[src/rtl/pipe_hazard_unit.sv]
// RAW-hazard stall and branch-flush control for the 5-stage pipe; tracks in-flight destinations in a tag shift register.
// stall/flush_id/ex_bubble are combinational (0 cycles); slots and counters update on posedge clk; stall holds PC and IF/ID.
module pipe_hazard_unit #(
    parameter int AW        = 4,
    parameter int DEPTH     = 3,
    parameter int WB_BYPASS = 1,
    parameter int CNT_W     = 16
) (
    input  logic                 clk,
    input  logic                 rst,
    input  logic                 id_valid,
    input  logic                 id_rs_en,
    input  logic                 id_rt_en,
    input  logic [AW-1:0]        id_rs_addr,
    input  logic [AW-1:0]        id_rt_addr,
    input  logic                 id_wr_en,
    input  logic [AW-1:0]        id_wr_addr,
    input  logic                 ex_redirect,
    input  logic                 cnt_clr,
    output logic                 stall,
    output logic                 flush_id,
    output logic                 ex_bubble,
    output logic [(1<<AW)-1:0]   busy,
    output logic [CNT_W-1:0]     stall_cnt,
    output logic [CNT_W-1:0]     flush_cnt
);

    // With write-before-read in the register file the WB slot is already visible to ID.
    localparam int HZ = (WB_BYPASS != 0) ? DEPTH - 1 : DEPTH;

    logic [DEPTH-1:0] slot_v_q, slot_v_d;
    logic [AW-1:0]    slot_addr_q [DEPTH];
    logic [AW-1:0]    slot_addr_d [DEPTH];
    logic [CNT_W-1:0] stall_cnt_q, stall_cnt_d;
    logic [CNT_W-1:0] flush_cnt_q, flush_cnt_d;
    logic             match_s, match_t, load;

    always_comb begin
        match_s = 1'b0;
        match_t = 1'b0;
        for (int k = 0; k < HZ; k++) begin
            if (slot_v_q[k] && (slot_addr_q[k] == id_rs_addr)) match_s = 1'b1;
            if (slot_v_q[k] && (slot_addr_q[k] == id_rt_addr)) match_t = 1'b1;
        end
        match_s = match_s & id_rs_en & (id_rs_addr != '0);
        match_t = match_t & id_rt_en & (id_rt_addr != '0);
    end

    assign stall     = id_valid & (match_s | match_t) & ~ex_redirect;
    assign flush_id  = ex_redirect;
    assign ex_bubble = stall | ex_redirect | ~id_valid;
    assign load      = id_valid & id_wr_en & (id_wr_addr != '0) & ~stall & ~ex_redirect;

    always_comb begin
        busy = '0;
        for (int k = 0; k < DEPTH; k++) begin
            if (slot_v_q[k]) busy[slot_addr_q[k]] = 1'b1;
        end
        busy[0] = 1'b0;
    end

    always_comb begin
        slot_v_d[0]    = load;
        slot_addr_d[0] = id_wr_addr;
        for (int k = 1; k < DEPTH; k++) begin
            slot_v_d[k]    = slot_v_q[k-1];
            slot_addr_d[k] = slot_addr_q[k-1];
        end
    end

    // Counters saturate at all-ones; clear wins over increment.
    always_comb begin
        stall_cnt_d = stall_cnt_q;
        flush_cnt_d = flush_cnt_q;
        if (cnt_clr) begin
            stall_cnt_d = '0;
            flush_cnt_d = '0;
        end else begin
            if (stall && (stall_cnt_q != '1))       stall_cnt_d = stall_cnt_q + CNT_W'(1);
            if (ex_redirect && (flush_cnt_q != '1)) flush_cnt_d = flush_cnt_q + CNT_W'(1);
        end
    end

    always_ff @(posedge clk or posedge rst) begin
        if (rst) begin
            slot_v_q    <= '0;
            stall_cnt_q <= '0;
            flush_cnt_q <= '0;
            for (int k = 0; k < DEPTH; k++) slot_addr_q[k] <= '0;
        end else begin
            slot_v_q    <= slot_v_d;
            stall_cnt_q <= stall_cnt_d;
            flush_cnt_q <= flush_cnt_d;
            for (int k = 0; k < DEPTH; k++) slot_addr_q[k] <= slot_addr_d[k];
        end
    end

    assign stall_cnt = stall_cnt_q;
    assign flush_cnt = flush_cnt_q;

endmodule

[config.mk]
export PLATFORM = sky130hd
export DESIGN_NAME = pipe_hazard_unit
export DESIGN_NICKNAME = d
export VERILOG_FILES = /design/src/rtl/pipe_hazard_unit.sv
export SDC_FILE = /design/constraint.sdc
export NUM_CORES = 1
export LEC_CHECK = 0
export CORE_AREA = 2 2 100 78
export CTS_CLUSTER_DIAMETER = 50
export DETAILED_ROUTE_END_ITERATION = 7
export DIE_AREA = 0 0 102 80
export GPL_ROUTABILITY_DRIVEN = 0
export PLACE_DENSITY = 0.66
export REMOVE_ABC_BUFFERS = 1
export SYNTH_ARGS = -nofsm -noshare
export SYNTH_HDL_FRONTEND = slang
export SYNTH_SLANG_ARGS = --single-unit
[constraint.sdc]
create_clock -name clk -period 2.39 [get_ports clk]
set_input_delay 0.478 -clock clk [delete_from_list [all_inputs] [get_ports clk]]
set_output_delay 0.478 -clock clk [all_outputs]
set_load 0.01 [all_outputs]
* Yosys cells after proc, flatten, opt, wreduce, memory -nomap -nowiden *
Cells that the tools add are included.

word-level totals
  logic and storage cells = 69
  output and inout port bits = 51
  bits in registers = 47
  bits of input ports = 20

operators by class
  add/subtract/negate cells = 2
  bitwise gates (word level) = 18
  $lt $le $gt $ge = 6
  reduce and logical (&&, ||, !) cells = 14
  equality and inequality tests = 6
  mux-type cells = 17

operators by type and width
  kind                                                                                 count
  16-bit 2-to-1 mux                                                                    7
  16-bit by 1-bit adder with 16-bit output, second input constant                      2
  16-bit != test, second input constant                                                2
  16-bit OR                                                                            2
  4-bit equality test                                                                  4
  4-bit by 5-bit < comparator with 1-bit output, second input constant                 3
  1-bit demux with 4-bit select                                                        3
  4-bit by 1-bit greater-or-equal comparator with 1-bit output, second input constant  3
  4-bit nonzero test                                                                   3
  1-bit AND                                                                            10
  1-bit logical AND                                                                    9
  1-bit 2-to-1 mux                                                                     7
  2-bit nonzero test                                                                   2
  1-bit inverter                                                                       3
  1-bit OR                                                                             3

* Logic depth before layout (Yosys ltp) *
  depth after elaboration = 12
  mapped depth = 8
  depth with buffers taken out = 7

* Worst setup path before layout *
OpenSTA, ideal clock, no wires.

  path type = register to output
  start point = register slot_addr_q (netlist bit slot_addr_d[5])
  end point = output stall
  data required time = 1912 ps
  slack = 302 ps
  data arrival time = 1610 ps
  stages on the path, launching flop included = 8
  buffers on the path = 2
  cell sequence = dfrtp_1 > buf_6 > xor2_1 > nor4_1 > a31oi_1 > o22a_2 > clkbuf_1 > nor2b_1

between the ends
  longest elaborated chain between the ends = 9
  elaborated cells between the ends (all ways) = 15
  classes of those cells = eq/ne: 2; mux: 4; bitwise: 7; reduce/logical: 2

RTL lines
  what                                                     line    source
  start, declared                                          32      logic [AW-1:0] slot_addr_q [DEPTH];
  4-bit equality test, on equally long branches            42, 43
  1-bit logical AND, on equally long branches              42, 43
  1-bit 2-to-1 mux, on equally long branches (2 in a row)  42, 43
  1-bit AND, on equally long branches (2 in a row)         45, 46
  1-bit OR *                                               49      assign stall = id_valid & (match_s | match_t) & ~ex_redirect;
  1-bit AND * (2 in a row)                                 49
  end, declared                                            20      output logic stall,

Mark *: on every way between the ends. The rest lies on a longest branch, timed or not.

* Worst setup path after layout *
  start point = register slot_addr_q (netlist bit slot_addr_d[2])
  end point = output busy[4]

between the ends
  longest elaborated chain between the ends = 8
  elaborated cells between the ends (all ways) = 9
  classes of those cells = order compare: 2; mux: 4; bitwise: 2; reduce/logical: 1

RTL lines
  what                                                                                                                                                        line  source
  4-bit by 5-bit < comparator with 1-bit output (implied by the code) / 4-bit by 1-bit greater-or-equal comparator with 1-bit output (equally long branches)  57    if (slot_v_q[k]) busy[slot_addr_q[k]] = 1'b1;
  1-bit logical AND (implied by the code)                                                                                                                     57
  1-bit 2-to-1 mux (implied by the code)                                                                                                                      57
  1-bit demux with 4-bit select *                                                                                                                             57
  16-bit OR (no line) *                                                                                                                                       n/a
  16-bit 2-to-1 mux *                                                                                                                                         57
  16-bit OR (no line)                                                                                                                                         n/a
  16-bit 2-to-1 mux *                                                                                                                                         57
  end, declared                                                                                                                                               23    output logic [(1<<AW)-1:0] busy,

Marked as above.

==> impl_metrics.env <==
export IMPL_cts_tree="done"
export IMPL_vias=2575
export IMPL_final_util=0.542
export IMPL_p_total_w=0.00152
export IMPL_tightest_slew_ns=0.512
export IMPL_start_util=0.386
export IMPL_core_area_um2=7160
export IMPL_gr_total_overflow=0
export IMPL_path_clk_slew_ns=0.09
export IMPL_yosysWarnings=0
export IMPL_p_leak_nw=1.75
export IMPL_die_x_um=102
export IMPL_syn_area_per_cell_um2=9.02
export IMPL_synth_flop_cell="dfrtp_1"
export IMPL_cts_max_level=2
export IMPL_cts_buffer_depth=2
export IMPL_layout_area_overhead_vs_synth_pct=40.1
export IMPL_synth_edf_count=0
export IMPL_hold_buffers=0
export IMPL_fin_nets=415
export IMPL_ir_drop_mv=0.273
export IMPL_viasPerCell=5.21
export IMPL_timing_final_crit_share=0.973
export IMPL_antenna_found_initial=0
export IMPL_cts_root_buf="clkbuf_8"
export IMPL_yosysTopAreaCell="dfrtp_1"
export IMPL_grt_pass1_wl_mm=11.9
export IMPL_cp_max_fo=5
export IMPL_drt_total_wl_mm=7.27
export IMPL_synthArstFlopShare=1.00
export IMPL_wl_per_cell_um=14.7
export IMPL_cts_sinks=47
export IMPL_criticalPathCategory="reg2out"
export IMPL_dp_cells=483
export IMPL_grt_max_degree=41
export IMPL_io_pin_count=71
export IMPL_hold_viol=0
export IMPL_mappedNetlistArea_um2=2770
export IMPL_postRouteAntennaNets=0
export IMPL_fp_row_count=27
export IMPL_dieArea_um2=8160
export IMPL_fin_skew_ns=0.0118
export IMPL_yosysMostFrequentCell="dfrtp_1"
export IMPL_rsz0062_at_grt="yes"
export IMPL_p_per_area_nw_per_um2=393
export IMPL_diodes=0
export IMPL_synth_seq_area_share=0.425
export IMPL_cts_buffers=5
export IMPL_cap_violations=0
export IMPL_finalSetupViolations=0
export IMPL_yosysTopAreaCellShare=0.425
export IMPL_clock_fmax_mhz=430
export IMPL_status="finished, final reports clean"
export IMPL_first_pass_iters=4
export IMPL_start_kind="flip-flop"
export IMPL_final_area_um2=3880
export IMPL_synthTopCellsByArea="dfrtp_1, xor2_1, nand2_1"
export IMPL_fillers=676
export IMPL_die_h_um=80
export IMPL_final_max_slew_violation_count=0
export IMPL_clk_insertion_delay_late_ns=0.30
export IMPL_yosys_top_cells_count="dfrtp_1, nand2_1, nor2_1"
export IMPL_required_ns=1.91
export IMPL_synth_distinct_cells=42
export IMPL_final_cells=494
export IMPL_synth_seq_cells=47
export IMPL_drtIter0Drc=96
export IMPL_drive_above_1_share=0.160
export IMPL_worstPathArrival_ns=1.85
export IMPL_fin_crit_ns=2.33
export IMPL_grt_pass1_vias=2398
export IMPL_dpl_cell_area_um2=3660
export IMPL_worstHoldPathType="in2async"
export IMPL_post_dp_hpwl_mm=5.24
export IMPL_end_kind="output port"
export IMPL_grt_usage=0.182
export IMPL_synthCells=307
export IMPL_relSlewSlack=0.658
export IMPL_port_buffers=69
export IMPL_route_detailed_drc=0
export IMPL_whs_ns=0.528
[cells in the final DEF (no fill, tap or decap), types with 3 or more instances in the layout]
cell	count
a21oi_1	7
a22oi_1	4
a32oi_1	8
and3_1	6
buf_4	20
buf_6	3
clkbuf_8	5
clkdlybuf4s50_1	51
dfrtp_1	44
dfrtp_2	3
dlygate4sd2_1	8
dlymetal6s2s_1	8
inv_1	3
mux2_2	6
nand2_1	43
nand3_1	16
nand4_1	8
nor2_1	36
nor2b_1	10
nor2b_4	4
nor3_1	7
nor4_1	3
o21ai_0	4
o31ai_1	4
o41ai_1	3
or3_1	3
or4_1	4
xnor2_1	9
xor2_1	22
[timing repair]
| item | in CTS | in global routing |
|---|---|---|
| pin swaps | 3 | 2 |
| endpoints found under the setup margin | 15 | 17 |
| gates resized for setup | 24 | 30 |
| setup buffers | 2 | 2 |
[power by group]
group	internal, W	total (W)	switching, W
Combinational	0.000104	0.000218	0.000114
Sequential	0.000811	0.000831	0.0000204
Clock	0.000201	0.000473	0.000273
Total	0.00112	0.00152	0.000407
[worst max-delay path: stages, from the launching register on]
cell             delay, ns
dfrtp_1               0.42
buf_4                 0.18
nor2b_4               0.19
a32oi_1               0.12
nand2_1               0.10
clkdlybuf4s50_1       0.53
[cell type report]
| class | instances | area, um^2 | share of cell area |
|---|---|---|---|
| Multi-Input combinational cell | 243 | 1590 | 0.409 |
| Sequential cell | 47 | 1180 | 0.304 |
| Timing Repair Buffer | 92 | 890 | 0.229 |
| Tap cell | 101 | 126 | 0.0326 |
| Clock buffer | 5 | 68.8 | 0.0177 |
| Inverter | 4 | 15.0 | 0.00387 |
| Clock inverter | 2 | 13.8 | 0.00355 |
[per-layer routing]
| layer | part of all wire | routed length (um) | track usage | vias to the layer above |
|---|---|---|---|---|
| li1 | - | - | - | 1258 |
| met1 | 0.50 | 3630 | 0.272 | 1222 |
| met2 | 0.43 | 3100 | 0.263 | 88 |
| met3 | 0.067 | 489 | 0.0490 | 7 |
| met4 | 0.0081 | 59 | 0.0400 | 0 |
| met5 | 0 | 0 | 0 | - |
[path summary, 6_finish.rpt]
kind	slack [ns]	cells after the start	from	endpoint
max	0.06	5	slot_addr_d[2]$_DFF_PP0_	busy[4]
min	0.53	2	rst	flush_cnt[12]$_DFFE_PP0P_
max reg2reg	0.14	8	slot_addr_d[5]$_DFF_PP0_	stall_cnt[5]$_DFFE_PP0P_
min reg2reg	0.54	1	slot_addr_d[7]$_DFF_PP0_	slot_addr_d[3]$_DFF_PP0_
max in group asynchronous	1.34	3	rst	slot_addr_d[1]$_DFF_PP0_
min in group clk	0.54	1	slot_addr_d[7]$_DFF_PP0_	slot_addr_d[3]$_DFF_PP0_
[sequential cells by signal (all words and copies together) (netlist names)]
name / flops
slot_addr_d: 8
slot_v_q: 3
slot_addr_q: 4
flush_cnt: 16
stall_cnt: 16
[per-stage QoR]
step	worst slack, ns	setup TNS (ns)
final	0.0637	0
after global routing	-0.0681	-0.121
after global placement	-0.515	-4.13
after CTS	0.0000959	0
after floorplan	0.345	0
after detailed placement	-0.526	-4.56
[logic make-up (layout without fill, tap and decap cells)]
kind of cell,Yosys count,after routing,share of synthesized area
flip-flops,47,47,0.425
buffers and inverters,17,103,0.0348
AO/OA/AOI/OAI,38,38,0.104
multiplexers,9,9,0.0357
adder cells (fa/ha/maj),2,2,0.00904
AND/OR/NAND/NOR,162,162,0.292
XOR/XNOR,31,31,0.0981
other,1,1,0.00135
Note: power is estimated with default switching activity, not from simulation.
